File: src/rtl/period_accumulator_pkg.sv
// Shared frequency-meter constants: sample width, register-file depth and its
// index width.
package period_accumulator_pkg;
  localparam int PA_DATA_W    = 24;
  localparam int PA_N_SAMPLES = 4;
  localparam int PA_ADDR_W    = 2;
endpackage

File: src/rtl/sample_regfile.sv
// Period-sample register file: one synchronous write port and one
// combinational read port.
module sample_regfile
  import period_accumulator_pkg::*;
#(
  parameter int DATA_W = PA_DATA_W,
  parameter int DEPTH  = PA_N_SAMPLES
) (
  input  logic                 clk,
  input  logic                 reset_n,
  input  logic                 wr_en,
  input  logic [PA_ADDR_W-1:0] wr_addr,
  input  logic [DATA_W-1:0]    wr_data,
  input  logic [PA_ADDR_W-1:0] rd_addr,
  output logic [DATA_W-1:0]    rd_data
);

  logic [DATA_W-1:0] mem_q [DEPTH];
  logic [DATA_W-1:0] mem_d [DEPTH];

  always_comb begin
    for (int i = 0; i < DEPTH; i++) begin
      mem_d[i] = mem_q[i];
    end
    if (wr_en) begin
      mem_d[wr_addr] = wr_data;
    end else begin
      mem_d[wr_addr] = mem_q[wr_addr];
    end
  end

  always_ff @(posedge clk or negedge reset_n) begin
    if (!reset_n) begin
      for (int i = 0; i < DEPTH; i++) begin
        mem_q[i] <= '0;
      end
    end else begin
      for (int i = 0; i < DEPTH; i++) begin
        mem_q[i] <= mem_d[i];
      end
    end
  end

  // Reads the current register value, so a same-edge write is seen one cycle later.
  assign rd_data = mem_q[rd_addr];

endmodule

File: src/rtl/period_accumulator.sv
// Accumulates four period samples into sum / mean / max / min / spread and
// publishes them as registered results on done.
module period_accumulator
  import period_accumulator_pkg::*;
#(
  parameter int DATA_W    = PA_DATA_W,
  parameter int N_SAMPLES = PA_N_SAMPLES
) (
  input  logic                 clk,
  input  logic                 reset_n,
  input  logic                 wr_en,
  input  logic [PA_ADDR_W-1:0] wr_addr,
  input  logic [DATA_W-1:0]    wr_data,
  input  logic [PA_ADDR_W-1:0] address_r,
  input  logic                 load,
  input  logic                 done,
  output logic [DATA_W+1:0]    sum_out,
  output logic [DATA_W-1:0]    avg_out,
  output logic [DATA_W-1:0]    max_out,
  output logic [DATA_W-1:0]    min_out,
  output logic [DATA_W-1:0]    spread_out,
  output logic                 avg_valid
);

  logic [DATA_W-1:0] sample_s;
  logic [DATA_W+1:0] acc_q, acc_d;
  logic [DATA_W-1:0] max_q, max_d, min_q, min_d;
  logic [DATA_W+1:0] sum_q, sum_d;
  logic [DATA_W-1:0] avg_q, avg_d, maxo_q, maxo_d, mino_q, mino_d, spread_q, spread_d;
  logic              valid_q, valid_d;

  sample_regfile #(
    .DATA_W (DATA_W),
    .DEPTH  (N_SAMPLES)
  ) u_regfile (
    .clk     (clk),
    .reset_n (reset_n),
    .wr_en   (wr_en),
    .wr_addr (wr_addr),
    .wr_data (wr_data),
    .rd_addr (address_r),
    .rd_data (sample_s)
  );

  always_comb begin
    acc_d = acc_q;
    max_d = max_q;
    min_d = min_q;
    if (load) begin
      if (address_r == {PA_ADDR_W{1'b0}}) begin
        acc_d = {2'b00, sample_s};
        max_d = sample_s;
        min_d = sample_s;
      end else begin
        acc_d = acc_q + {2'b00, sample_s};
        max_d = (sample_s > max_q) ? sample_s : max_q;
        min_d = (sample_s < min_q) ? sample_s : min_q;
      end
    end else begin
      acc_d = acc_q;
    end
  end

  // Results snapshot the pre-load running state, so load and done may coincide.
  always_comb begin
    sum_d    = sum_q;
    avg_d    = avg_q;
    maxo_d   = maxo_q;
    mino_d   = mino_q;
    spread_d = spread_q;
    valid_d  = done;
    if (done) begin
      sum_d    = acc_q;
      avg_d    = acc_q[DATA_W+1:2];
      maxo_d   = max_q;
      mino_d   = min_q;
      spread_d = max_q - min_q;
    end else begin
      sum_d    = sum_q;
    end
  end

  always_ff @(posedge clk or negedge reset_n) begin
    if (!reset_n) begin
      acc_q    <= '0;
      max_q    <= '0;
      min_q    <= '0;
      sum_q    <= '0;
      avg_q    <= '0;
      maxo_q   <= '0;
      mino_q   <= '0;
      spread_q <= '0;
      valid_q  <= 1'b0;
    end else begin
      acc_q    <= acc_d;
      max_q    <= max_d;
      min_q    <= min_d;
      sum_q    <= sum_d;
      avg_q    <= avg_d;
      maxo_q   <= maxo_d;
      mino_q   <= mino_d;
      spread_q <= spread_d;
      valid_q  <= valid_d;
    end
  end

  assign sum_out    = sum_q;
  assign avg_out    = avg_q;
  assign max_out    = maxo_q;
  assign min_out    = mino_q;
  assign spread_out = spread_q;
  assign avg_valid  = valid_q;

endmodule

File: config.mk
export PLATFORM = sky130hd
export DESIGN_NAME = period_accumulator
export DESIGN_NICKNAME = d
export VERILOG_FILES = /design/src/rtl/period_accumulator_pkg.sv /design/src/rtl/sample_regfile.sv /design/src/rtl/period_accumulator.sv
export SDC_FILE = /design/constraint.sdc
export NUM_CORES = 1
export LEC_CHECK = 0
export CORE_AREA = 8 8 180 182
export CTS_BUF_LIST = sky130_fd_sc_hd__clkbuf_8
export DETAILED_ROUTE_END_ITERATION = 6
export DIE_AREA = 0 0 188 190
export GPL_ROUTABILITY_DRIVEN = 1
export HOLD_SLACK_MARGIN = 0.05
export PLACE_DENSITY = 0.78
export SYNTH_ARGS = -nofsm -noshare
export SYNTH_HDL_FRONTEND = slang
export SYNTH_SLANG_ARGS = --single-unit
export TNS_END_PERCENT = 50
File: constraint.sdc
create_clock -name clk -period 2.8 [get_ports clk]
set_input_delay 0.56 -clock clk [delete_from_list [all_inputs] [get_ports clk]]
set_output_delay 0.56 -clock clk [all_outputs]
set_load 0.1 [all_outputs]
==> flow_summary_export.csv <==
group,metric,value,unit
critical_path,worstPathRequired,3.24,ns
synth,synth_top_cells_by_count,"269 x dfrtp_1, 151 x nand2_1, 113 x o21ai_0, 102 x a21oi_1, 94 x ha_1",
clock_tree,path_clk_slew,0.07,ns
placement,place_area,0.01905,mm2
synth,synth_cell_types,67,
placement,dp_hpwl,33.78,mm
timing,slew_viol_final,0,
layout,antenna_cells,0,
route,avgRoutedWirePerCell,21.83,um
critical_path,r2r-start,"u_regfile.mem_q[10]",
worst_hold_path,min_to,"avg_valid",
synth,synth_xor_area_share,1.445,%
worst_hold_path,min_path_type,"in2reg",
synth,synth.largest_area_cell,"dfrtp_1",
global_route,grt_max_degree,103,
outcome,violations,"negative setup slack",
synth,synth-compound-area-share,15.22,%
layout,fillCellCount,1941,
synth,async_flop_share,100.0,%
route,drtIter0Drc,1080,
timing,timing.hold.ws,0.4697,ns
timing,slew_headroom,52.15,%
timing,max_freq,326.3,MHz
timing,fin_skew,0.02052,ns
route,antenna_left,0,
critical_path,timing.reg2reg.setup_slack,-0.26,ns
layout,area_growth,34.76,%
floorplan,num_rows,63,
global_route,grt_remaining_overflow,0,
clock_tree,clock_sinks,269,
synth,ys_seq_area_share,42.71,%
outcome,status,"finished, violations left",
synth,ys_top_cells_by_area,"dfrtp_1 43%, ha_1 7.5%, mux4_2 6.9%",
timing,rsz0062_at_grt,"true",
synth,syn_nets,1626,
global_route,grt_pass1_vias,14510,
synth,ys_ff_latch,269,
layout,final_area,0.02124,mm2
synth,synth_area,0.01576,mm2
route,via_per_inst,6.123,
timing,worstMarginPinSlew,0.7178,ns
route,vias,14170,
global_route,grt_pass1_wl,77.92,mm
floorplan,dieArea,0.03572,mm2
synth,yosys.area_share.simple,10.43,%
placement,place_ws,-0.9292,ns
floorplan,io_pins,156,
clock_tree,cts_buffers,44,
clock_tree,tritoncts,"yes",
clock_tree,cts_max_level,2,
timing,setup_viol,60,
critical_path,path_max_fanout,10,
floorplan,die_x,188,um
synth,synthCells,1497,
critical_path,rr_endpoint,"max_q[22]",
floorplan,die_h,190,um
synth,yosysTopAreaCellShare,42.71,%
route,drc_errors,0,
clock_tree,clock_latency,0.57,ns
route,drtPass1Iterations,5,
critical_path,crit_chain,"mux4_2 > buf_6 > ha_4 > nand4_1 > nor2_2 > and4_4 > nand2_4 > o21ai_4 > buf_12 > mux2i_1 > mux2i_1",
job,maxCapViolations,0,
placement,port-buffer-count,155,
timing,min_period_over_period,109.5,%
placement,dpl.cell_count,2180,
critical_path,cp-end-kind,"flip-flop",
critical_path,max_stage_delay,0.64,ns
placement,place_congestion,0.9124,
layout,finalNetCount,2023,
global_route,grt_antenna_before_repair,0,
synth,synth_fa_ha_area_share,7.717,%
layout,layout-drive-gt1-share,39.40,%
route,drt_wl_total,50.52,mm
floorplan,coreArea,0.02940,mm2
worst_hold_path,hold_depth,2,
critical_path,critPathKind,"reg2reg",
layout,fin_cells,2314,
floorplan,start_util,53.60,%
synth,synth_top_family_by_area,"multiplexers",
critical_path,critPathLaunchType,"flip-flop",
synth,synthMuxAreaShare,17.47,%
synth,synth_enable_flop_cells,0,
critical_path,cpMostUsedCell,"mux2i_1",
critical_path,rr_worst_depth,11,
worst_hold_path,worst_hold_startpoint,"done",
timing,period_needed,3.065,ns
critical_path,critPathSlowestCell,"mux4_2",
clock_tree,cts-root-buf,"clkbuf_8",
timing,fin_ws,-0.2648,ns
synth,synth_most_common_cell,"dfrtp_1",
timing,hold_viol_final,0,
clock_tree,clock_path_buffers,3,
global_route,track_usage,26.88,%
critical_path,cp.arrival,3.51,ns
synth,postSynthAreaPerCell,10.53,um2
synth,ys.flop_type,"dfrtp_1",
synth,synth_warnings,0,
==> cells by family after synthesis <==
kind of cell | after synthesis
AOI/OAI and AO/OA | 386
and+or+nand+nor | 355
DFF | 269
muxes | 194
buffers and inverters | 171
adders and majority gates | 96
xor gates and xnor gates | 26
==> placed cells by master (no fill, tap or decap), types with 6 or more instances in the layout <==
cell             Yosys  final
nor3_1               9      8
a21oi_1            102     83
nand2b_1             9      9
o211ai_1            24     24
o21a_1              17     17
clkbuf_8             0     51
inv_1               61     73
dfrtp_1            269    269
xor2_1              10      9
o21ai_0            113    100
nor2b_1             13     11
a22oi_1             22     22
mux2i_1             37     36
clkinv_2             0      6
buf_4               24    383
clkdlybuf4s50_1      0     27
a21o_1              28     28
mux4_2              48     48
and3_1               8      6
buf_12               2     16
o21bai_1             6      6
o21ai_1              3      9
ha_1                94     63
ha_4                 0     28
nand4_1             36     36
a21oi_2              0     18
mux2_4              20     22
a31oi_1             12      7
mux2_2              89     87
nand3_1             17     15
o31ai_1              8      7
buf_6                2     24
xnor2_1             16     16
nand2_1            151    147
and4_1               8      7
nor2_1              81     78
==> what timing repair did <==
action,4_1_cts,5_1_grt
pin swaps,25,58
gates resized for setup,84,62
gates cloned,5,0
buffers inserted,33,20
hold buffers,1,0
setup endpoints to repair,70,69
endpoints found under the hold margin,82,0
==> sequential cells by signal (all words and copies together) (netlist names) <==
| name | flops |
|---|---|
| max_q | 24 |
| min_q | 24 |
| sum_out | 26 |
| acc_q | 26 |
| u_regfile.mem_q | 96 |
| avg_valid | 1 |
| min_out | 24 |
| spread_out | 24 |
| max_out | 24 |
==> final cells by class <==
cell class              count  area [um2]  area share (%)
repair buffers            459        3908           18.40
flip-flops and latches    269        6731           31.69
multi-input cells        1057        8951           42.14
inverters                  63       236.5           1.113
clock buffers              51       701.9           3.305
clock inverters            25       222.7           1.049
well taps                 390       488.0           2.297
==> how the worst max path moves through the flow <==
stage                             start        end  slack, ns  cells after the start
floorplan                  address_r[0]  min_q[10]      -0.40                     13
global placement           address_r[1]  max_q[10]      -0.88                     12
detailed placement         address_r[1]  max_q[18]      -0.93                     12
CTS                  u_regfile.mem_q[4]   min_q[6]      -0.09                     11
global route        u_regfile.mem_q[34]  max_q[18]      -0.28                     11
finish              u_regfile.mem_q[10]  max_q[22]      -0.26                     11
==> worst max-delay path, delay by kind of cell (launching register included) <==
| kind | cells | cell delay [ns] |
|---|---|---|
| and+or+nand+nor | 4 | 0.80 |
| adders and majority gates | 1 | 0.27 |
| muxes | 3 | 0.96 |
| buffers and inverters | 2 | 0.35 |
| AOI/OAI and AO/OA | 1 | 0.17 |
| DFF | 1 | 0.39 |
==> per-layer routing <==
metal | global-route usage, % | vias up | share of wire (%)
li1 | - | 6264 | -
met2 | 44.95 | 688 | 48
met5 | 0 | - | 0
met4 | 13.67 | 0 | 5.2
met1 | 32.39 | 7003 | 39
met3 | 6.078 | 213 | 7.6
==> per-stage QoR <==
stage                     setup TNS (ns)  util [%]
after global placement            -55.97     64.78
after floorplan                   -21.75         -
after detailed placement          -60.38     64.78
after CTS                         -2.266     70.73
after global routing              -12.41     72.24
final                             -8.646     72.24
Power is not shown: default switching activity piles up to over one toggle a cycle in this logic, so the estimate is an artifact.
